==> src/rtl/bf_job_scheduler.sv <==
// Job sequencer for the 32x32 Bellman-Ford block: memory arbitration, PB reset/start,
// watchdog, drain and four-phase host handshake. BF_PERF_CNT_EN enables cycle/job counters.
module bf_job_scheduler #(
  parameter int unsigned ADDR_W    = 10,
  parameter int unsigned DRAIN_CYC = 4,
  parameter logic [19:0] TIMEOUT   = 20'd1000000,
  parameter int unsigned CYC_W     = 24
) (
  input  logic             clk,
  input  logic             rst_global,
  input  logic             host_load_req,
  input  logic             host_load_done,
  input  logic             job_req,
  output logic             job_ack,
  input  logic             abort,
  output logic             pb_rst,
  output logic             pb_start,
  input  logic             pb_finish,
  output logic             mem_owner,
  output logic             busy,
  output logic             timeout_err,
  output logic             aborted,
  output logic [CYC_W-1:0] cycle_count,
  output logic [7:0]       job_count
);

  if (ADDR_W == 0 || DRAIN_CYC < 1 || DRAIN_CYC > 15 || TIMEOUT == '0) begin : g_param_check
    $error("bf_job_scheduler: illegal parameter value");
  end

  typedef enum logic [2:0] {
    S_IDLE,
    S_LOAD,
    S_CLEAR,
    S_RUN,
    S_DRAIN,
    S_DONE
  } state_e;

  state_e      state_q, state_d;
  logic        clr_q, clr_d;
  logic [3:0]  drn_q, drn_d;
  logic [19:0] wd_q, wd_d;
  logic        pb_rst_q, pb_rst_d;
  logic        pb_start_q, pb_start_d;
  logic        mem_owner_q, mem_owner_d;
  logic        busy_q, busy_d;
  logic        job_ack_q, job_ack_d;
  logic        timeout_err_q, timeout_err_d;
  logic        aborted_q, aborted_d;

  always_comb begin
    state_d       = state_q;
    clr_d         = clr_q;
    drn_d         = drn_q;
    wd_d          = wd_q;
    pb_rst_d      = 1'b0;
    pb_start_d    = 1'b0;
    mem_owner_d   = mem_owner_q;
    busy_d        = busy_q;
    job_ack_d     = job_ack_q;
    timeout_err_d = timeout_err_q;
    aborted_d     = aborted_q;
    unique case (state_q)
      S_IDLE: begin
        if (host_load_req) begin
          state_d = S_LOAD;
        end else if (job_req) begin
          state_d       = S_CLEAR;
          clr_d         = 1'b0;
          pb_rst_d      = 1'b1;
          mem_owner_d   = 1'b1;
          busy_d        = 1'b1;
          timeout_err_d = 1'b0;
          aborted_d     = 1'b0;
        end
      end
      S_LOAD: begin
        if (host_load_done) state_d = S_IDLE;
      end
      S_CLEAR: begin
        if (!clr_q) begin
          clr_d    = 1'b1;
          pb_rst_d = 1'b1;
        end else begin
          state_d    = S_RUN;
          pb_start_d = 1'b1;
          wd_d       = 20'd1;
        end
      end
      S_RUN: begin
        wd_d = wd_q + 20'd1;
        if (abort) begin
          // Abort leaves via DONE with a one-cycle PB reset overlapping the first DONE cycle
          state_d     = S_DONE;
          aborted_d   = 1'b1;
          pb_rst_d    = 1'b1;
          mem_owner_d = 1'b0;
          busy_d      = 1'b0;
          job_ack_d   = 1'b1;
        end else if (wd_q == TIMEOUT) begin
          state_d       = S_DONE;
          timeout_err_d = 1'b1;
          mem_owner_d   = 1'b0;
          busy_d        = 1'b0;
          job_ack_d     = 1'b1;
        end else if (pb_finish && !pb_start_q) begin
          // pb_start_q marks the first RUN cycle, where a stale finish flag is ignored
          state_d = S_DRAIN;
          drn_d   = 4'd0;
        end
      end
      S_DRAIN: begin
        drn_d = drn_q + 4'd1;
        if (drn_q == 4'(DRAIN_CYC - 1)) begin
          state_d     = S_DONE;
          mem_owner_d = 1'b0;
          busy_d      = 1'b0;
          job_ack_d   = 1'b1;
        end
      end
      S_DONE: begin
        if (!job_req) begin
          state_d   = S_IDLE;
          job_ack_d = 1'b0;
        end
      end
      default: state_d = S_IDLE;
    endcase
  end

  always_ff @(posedge clk or negedge rst_global) begin
    if (!rst_global) begin
      state_q       <= S_IDLE;
      clr_q         <= 1'b0;
      drn_q         <= '0;
      wd_q          <= '0;
      pb_rst_q      <= 1'b0;
      pb_start_q    <= 1'b0;
      mem_owner_q   <= 1'b0;
      busy_q        <= 1'b0;
      job_ack_q     <= 1'b0;
      timeout_err_q <= 1'b0;
      aborted_q     <= 1'b0;
    end else begin
      state_q       <= state_d;
      clr_q         <= clr_d;
      drn_q         <= drn_d;
      wd_q          <= wd_d;
      pb_rst_q      <= pb_rst_d;
      pb_start_q    <= pb_start_d;
      mem_owner_q   <= mem_owner_d;
      busy_q        <= busy_d;
      job_ack_q     <= job_ack_d;
      timeout_err_q <= timeout_err_d;
      aborted_q     <= aborted_d;
    end
  end

`ifdef BF_PERF_CNT_EN
  logic [CYC_W-1:0] cycle_count_q, cycle_count_d;
  logic [7:0]       job_count_q, job_count_d;

  // cycle_count shows k during RUN cycle k; only a DRAIN->DONE exit is a completed job
  always_comb begin
    cycle_count_d = cycle_count_q;
    job_count_d   = job_count_q;
    if (state_q == S_IDLE && state_d == S_CLEAR) begin
      cycle_count_d = '0;
    end else if (state_d == S_RUN && cycle_count_q != '1) begin
      cycle_count_d = cycle_count_q + 1'b1;
    end
    if (state_q == S_DRAIN && state_d == S_DONE) begin
      job_count_d = job_count_q + 8'd1;
    end
  end

  always_ff @(posedge clk or negedge rst_global) begin
    if (!rst_global) begin
      cycle_count_q <= '0;
      job_count_q   <= '0;
    end else begin
      cycle_count_q <= cycle_count_d;
      job_count_q   <= job_count_d;
    end
  end

  assign cycle_count = cycle_count_q;
  assign job_count   = job_count_q;
`else
  assign cycle_count = '0;
  assign job_count   = '0;
`endif

  assign pb_rst      = pb_rst_q;
  assign pb_start    = pb_start_q;
  assign mem_owner   = mem_owner_q;
  assign busy        = busy_q;
  assign job_ack     = job_ack_q;
  assign timeout_err = timeout_err_q;
  assign aborted     = aborted_q;

endmodule
==> config.mk <==
export PLATFORM = sky130hd
export DESIGN_NAME = bf_job_scheduler
export DESIGN_NICKNAME = d
export VERILOG_FILES = /design/src/rtl/bf_job_scheduler.sv
export SDC_FILE = /design/constraint.sdc
export NUM_CORES = 1
export LEC_CHECK = 0
export ABC_AREA = 0
export CAP_MARGIN = 20
export CORE_MARGIN = 2
export CORE_UTILIZATION = 45
export CTS_BUF_LIST = sky130_fd_sc_hd__clkbuf_8 sky130_fd_sc_hd__clkbuf_16
export DETAILED_ROUTE_END_ITERATION = 10
export PLACE_DENSITY = 0.72
export SYNTH_ARGS = -nofsm -noshare
export SYNTH_HDL_FRONTEND = slang
export SYNTH_SLANG_ARGS = --single-unit
==> constraint.sdc <==
create_clock -name clk -period 2.1 [get_ports clk]
set_clock_uncertainty 0.15 [all_clocks]
set_input_delay 0.315 -clock clk [delete_from_list [all_inputs] [get_ports clk]]
set_output_delay 0.315 -clock clk [all_outputs]
set_load 0.02 [all_outputs]
==> results of run 1 <==
## report_power, final
part           switching (mW)  internal, mW  total, mW
combinational           0.544         0.411      0.955
sequential              0.126         0.789      0.915
clock                   0.232         0.260      0.491
## through the flow
stage,std cells,instance area (µm²),power [mW],hold slack [ps]
5_1_grt,300,2280,2.53,336
3_3_place_gp,292,2180,1.86,316
3_5_place_dp,292,2180,1.88,329
4_1_cts,300,2280,2.37,305
2_1_floorplan,260,2210,1.61,-131
6_report,300,2280,2.36,288
## cells in the mapped netlist (2+ instances only)
master    count
mux2i_1      12
nor3_1        3
buf_4        33
o21ai_1       3
nand2b_1      3
dfrtp_1      34
nand3b_1      2
and4_1        3
nor3b_1       2
and3_1       10
xor2_1        4
nor2b_1       3
inv_1        10
nand2_1      23
a22o_1        2
o21ai_0      12
nand4_1       6
a31oi_1       3
a21oi_1       7
buf_2         4
o22ai_1       2
ha_1          3
clkbuf_1      5
nand3_1       8
nor2_1       12
## cell families (layout without fill, tap and decap cells)
group / after synthesis / in the layout / synth area share, %
AO/OA/AOI/OAI: 39 / 39 / 12.1
XOR/XNOR: 5 / 5 / 2.09
adder cells (fa/ha/maj): 3 / 3 / 1.79
buffers and inverters: 52 / 40 / 15.5
flip-flops: 34 / 34 / 40.7
multiplexers: 12 / 12 / 5.74
other: 1 / 32 / 0.179
AND/OR/NAND/NOR: 83 / 83 / 22.0
## final cells by class
type                       instances  area, µm²
tap                               52       65.1
sequential                        34        851
timing repair buffer              22        198
multi-input combinational        174       1030
clock buffer                       6       82.6
fill                             414       2140
clock inverter                     2       8.76
inverter                          10       37.5
## metal layers
metal	share of wire, %	global-route usage (%)	vias up
met1	48	21.7	761
met5	0	0	-
met4	1.4	5.66	0
li1	-	-	769
met3	3.7	3.06	5
met2	47	24.7	40
## worst reg2reg max path: stages (launching register included)
cell     delay, ps
dfrtp_1        430
or4_4          570
nor3_4         270
a21oi_1        130
a31o_1         240
## worst min path at each step
stage	to	slack, ps	depth (start not counted)
after CTS	wd_q[2]	300	2
after floorplan	aborted	-130	0
after global placement	wd_q[19]	320	1
after global routing	wd_q[2]	340	2
after detailed placement	wd_q[19]	330	1
final	wd_q[2]	290	2
==> impl_metrics.yaml, run 1 <==
outcome:
  outcome: "finished clean"
sta:
  min_period_over_period_pct: 90.1
  finalWorstSetupSlack_ps: 209
  finalSetupViolations: 0
  fin_setup_tns_ps: 0
  slew_viol_final: 0
  min_period_ps: 1890
  rsz0062_at_grt: "false"
  fmax_mhz: 529
  hold_viol: 0
clock_network:
  clockBufferDepth: 2
  cts_hold_buffers: 0
  clock-sinks: 34
  htree_levels: 2
  cts_inserted_buffers: 5
  post_cts_resized: 0
  clkSlewWorstSetupHoldPaths_ps: 70
  clk_latency_ps: 280
  cts_tree: "yes"
  cts_setup_buffers: 0
  clockRootBuffer: "clkbuf_8"
setup_path:
  setup.worst_path.end: "busy"
  worstSetupStartpointType: "flop"
  rrSetupSlack_ps: 210
  crit_path_top_delay_cell: "or4_4"
  cp_num_cells: 4
  r2r_start: "wd_q[4]"
  worst_ep_required_time_ps: 2130
  startpoint: "wd_q[4]"
  end_kind: "flop"
  critical_path.top_delay_family: "simple AND/OR/NAND/NOR gates"
  crit_path_max_fanout: 6
  crit_type: "reg2reg"
  cp_num_buf_inv: 0
  r2r_cells: 4
  arrival_ps: 1920
  worst_r2r_endpoint: "busy"
  slowest_delay_ps: 570
  path_cells: "or4_4 > nor3_4 > a21oi_1 > a31o_1"
global_routing:
  grt_max_degree: 35
  antenna_found_initial: 0
  grt.overflow.total: 0
  grtUsageTotal_pct: 15.7
  grt_pass1_wl_mm: 6.45
  grt_pass1_vias: 1404
place:
  port-buffer-count: 13
  dp_hpwl_mm: 2.84
  pre_cts_slack_ps: 169
  place_congestion: 0.779
synth:
  netlist-cell-type-count: 45
  synth_top_cell_by_area: "dfrtp_1"
  avgSynthCellArea_um2: 9.14
  synthTopCellsByArea: "dfrtp_1 41%, buf_4 12%, mux2i_1 5.7%"
  synth_flop_cell: "dfrtp_1"
  synth-edff-count: 0
  yosys_register_bits: 34
  ys_seq_area_share_pct: 40.7
  postSynthCellCount: 229
  synthArstFlopShare_pct: 100
  yosysTopAreaCellShare_pct: 40.7
  yosys_warnings: 0
  netlist_area_um2: 2090
finish:
  final_common_cell: "dfrtp_1"
  layout_common_cells: "34 x dfrtp_1, 32 x conb_1, 23 x nand2_1, 13 x clkdlybuf4s50_1"
  drive_gt1_share_pct: 8.06
  largest_reg_flops: 20
  diodes: 0
  area_growth_pct: 8.79
  fin_util_pct: 51.6
  nNetsFinal: 257
  reg_top3: "wd_q (20), drn_q (4), state_q (3)"
  regMostFlops: "wd_q"
floorplan:
  io_pins: 46
  die_y_um: 72.2
  die_area_um2: 5210
  core_area_um2: 4410
  rows: 24
  die_w_um: 72.2
  initial_core_util_pct: 47.4
power_and_ir_drop:
  powerDensity_nw_per_um2: 1040
  p_leak_nw: 1.14
  ir_drop_mv: 0.554
drt:
  drc: 0
  drtAntennaViolNets: 0
  first_iter_violations: 65
  vias_per_cell: 5.25
  vias: 1575
  wire_per_inst_um: 12.9
  wl_mm: 3.88
  drt-pass1-iter-count: 4
flow_run:
  cap_viol_max_count: 0
worst_hold_path:
  hp-class: "in2async"
No activity file was read; power rests on OpenSTA's default activity.
==> inputs of run 2 (changes only) <==
--- a/config.mk
+++ b/config.mk
@@ -11,7 +11,7 @@
 export CORE_UTILIZATION = 45
 export CTS_BUF_LIST = sky130_fd_sc_hd__clkbuf_8 sky130_fd_sc_hd__clkbuf_16
 export DETAILED_ROUTE_END_ITERATION = 10
-export PLACE_DENSITY = 0.72
+export PLACE_DENSITY = 0.8
 export SYNTH_ARGS = -nofsm -noshare
 export SYNTH_HDL_FRONTEND = slang
 export SYNTH_SLANG_ARGS = --single-unit
==> run 2 against run 1 <==
  * Flip-flop and latch count unchanged
  * Non-clock buffer count unchanged
  * First-iteration DRC count increased by 51%
  * Count of clock-buffer cells in the layout is the same
  * Critical path depth stayed put
  * Cell count stayed put
  * Register-to-register slack worse by 40 ps
  * Largest power group unchanged
  * Total power grew 1.1%
  * Global-route usage rose by 1.5 points
  * Sequential share of layout area fell by 0.062 points
  * Design area grew 0.17%
  * Worst hold slack lost 13 ps
==> impl_metrics.yaml, run 2 (synthesized netlist as in run 1, its figures left out) <==
outcome:
  outcome: "finished clean"
floorplan:
  core_area_um2: 4410
  io_pins: 46
  rows: 24
  initial_core_util_pct: 47.4
  die_area_um2: 5210
  die_w_um: 72.2
  die_y_um: 72.2
clock_network:
  cts_setup_buffers: 0
  post_cts_resized: 0
  clock-sinks: 34
  clockRootBuffer: "clkbuf_8"
  cts_inserted_buffers: 5
  cts_hold_buffers: 0
  clockBufferDepth: 2
  htree_levels: 2
  clk_latency_ps: 290
  cts_tree: "yes"
  clkSlewWorstSetupHoldPaths_ps: 70
power_and_ir_drop:
  p_clk_share_pct: 21.6
  p_int_mw: 1.46
  p_seq_share_pct: 38.6
  p_total_mw: 2.39
  p_leak_nw: 1.13
  switching_share_pct: 38.7
  p_comb_share_pct: 39.8
  powerDensity_nw_per_um2: 1050
  power_switching_mw: 0.925
  ir_drop_mv: 0.540
place:
  pre_cts_slack_ps: 211
  place_congestion: 0.837
  dp_hpwl_mm: 2.87
  port-buffer-count: 13
flow_run:
  cap_viol_max_count: 0
finish:
  seq_area_um2: 851
  regMostFlops: "wd_q"
  fill_cells: 419
  reg_top3: "wd_q (20), drn_q (4), state_q (3)"
  drive_gt1_share_pct: 8.47
  multi_input_area_um2: 1030
  diodes: 0
  area_growth_pct: 8.97
  final_common_cell: "dfrtp_1"
  largest_reg_flops: 20
  layout_common_cells: "34 x dfrtp_1, 32 x conb_1, 23 x nand2_1, 13 x clkdlybuf4s50_1"
  nNetsFinal: 257
drt:
  wire_per_inst_um: 13.7
  drtAntennaViolNets: 0
  wl_mm: 4.10
  vias: 1604
  drc: 0
  drt-pass1-iter-count: 4
  first_iter_violations: 98
  vias_per_cell: 5.35
sta:
  min_period_over_period_pct: 92.2
  min_period_ps: 1940
  fmax_mhz: 516
  hold_slack_ps: 275
  hold_viol: 0
  slew_viol_final: 0
  rsz0062_at_grt: "false"
  finalSetupViolations: 0
  fin_setup_tns_ps: 0
  finalWorstSetupSlack_ps: 164
global_routing:
  grt.overflow.total: 0
  grt_max_degree: 35
  antenna_found_initial: 0
  grtUsageTotal_pct: 17.2
  grt_pass1_wl_mm: 6.93
  grt_pass1_vias: 1433
setup_path:
  worst_ep_required_time_ps: 2140
  crit_type: "reg2reg"
  worstSetupStartpointType: "flop"
  arrival_ps: 1970
  end_kind: "flop"
  crit_path_max_fanout: 6
worst_hold_path:
  hp-class: "in2async"
[run 2: cell count changes in the layout (fill, tap and decap cells not counted), sizes merged]
| cell | previous run | this run |
|---|---|---|
| clkinvlp | 0 | 1 |
| inv | 11 | 10 |
[run 2: layout make-up]
class	instances	share of cell area, %
multi-input cells	174	45.3
flip-flops and latches	34	37.3
repair buffers	22	8.67
clock buffers	6	3.62
well taps	52	2.85
inverters	10	1.65
clock inverters	2	0.549
[run 2: final timing paths]
kind	start	to	slack (ps)	depth (start not counted)
hold / removal	rst_global	wd_q[3]	280	2
hold reg to reg	wd_q[17]	wd_q[17]	350	1
max in group asynchronous	rst_global	drn_q[3]	1210	2
setup / recovery	wd_q[4]	state_q[1]	160	4
setup reg to reg	wd_q[4]	state_q[1]	160	4
min in group clk	wd_q[17]	wd_q[17]	350	1
[run 2: routing by layer]
layer  global-route usage, %  vias up  wire length (µm)
li1                        -      774                 -
met1                    24.5      778              1960
met2                    25.4       46              1880
met3                    4.44        6               186
met4                    6.29        0                66
met5                       0        -                 0
[run 2: stage by stage]
step | cell area (µm²) | util [%] | cells
4_1_cts | 2280 | 51.6 | 300
3_5_place_dp | 2180 | 49.5 | 292
3_3_place_gp | 2180 | 49.5 | 292
5_1_grt | 2280 | 51.6 | 300
2_1_floorplan | 2210 | - | 260
6_report | 2280 | 51.6 | 300
[run 2: power groups by stage]
| stage | registers (mW) | logic (mW) | clock network [mW] |
|---|---|---|---|
| floorplan | 0.938 | 0.671 | 0 |
| global placement | 0.926 | 0.927 | 0 |
| detailed placement | 0.930 | 0.948 | 0 |
| CTS | 0.920 | 0.949 | 0.526 |
| global route | 0.944 | 1.06 | 0.562 |
| finish | 0.922 | 0.951 | 0.515 |
[run 2: worst max-delay path, cell delays in order, from the launching register on]
cell and delay, ps:
dfrtp_1 440, or4_4 580, nor3_4 280, a211oi_1 150, a21bo_2 240
==> inputs of run 3 (changes only) <==
--- a/config.mk
+++ b/config.mk
@@ -11,6 +11,7 @@
 export CORE_UTILIZATION = 45
 export CTS_BUF_LIST = sky130_fd_sc_hd__clkbuf_8 sky130_fd_sc_hd__clkbuf_16
 export DETAILED_ROUTE_END_ITERATION = 10
+export GPL_ROUTABILITY_DRIVEN = 0
 export PLACE_DENSITY = 0.8
 export SYNTH_ARGS = -nofsm -noshare
 export SYNTH_HDL_FRONTEND = slang
==> results of run 3 <==
Final layout, timing and power as in run 2 (identical DEF).
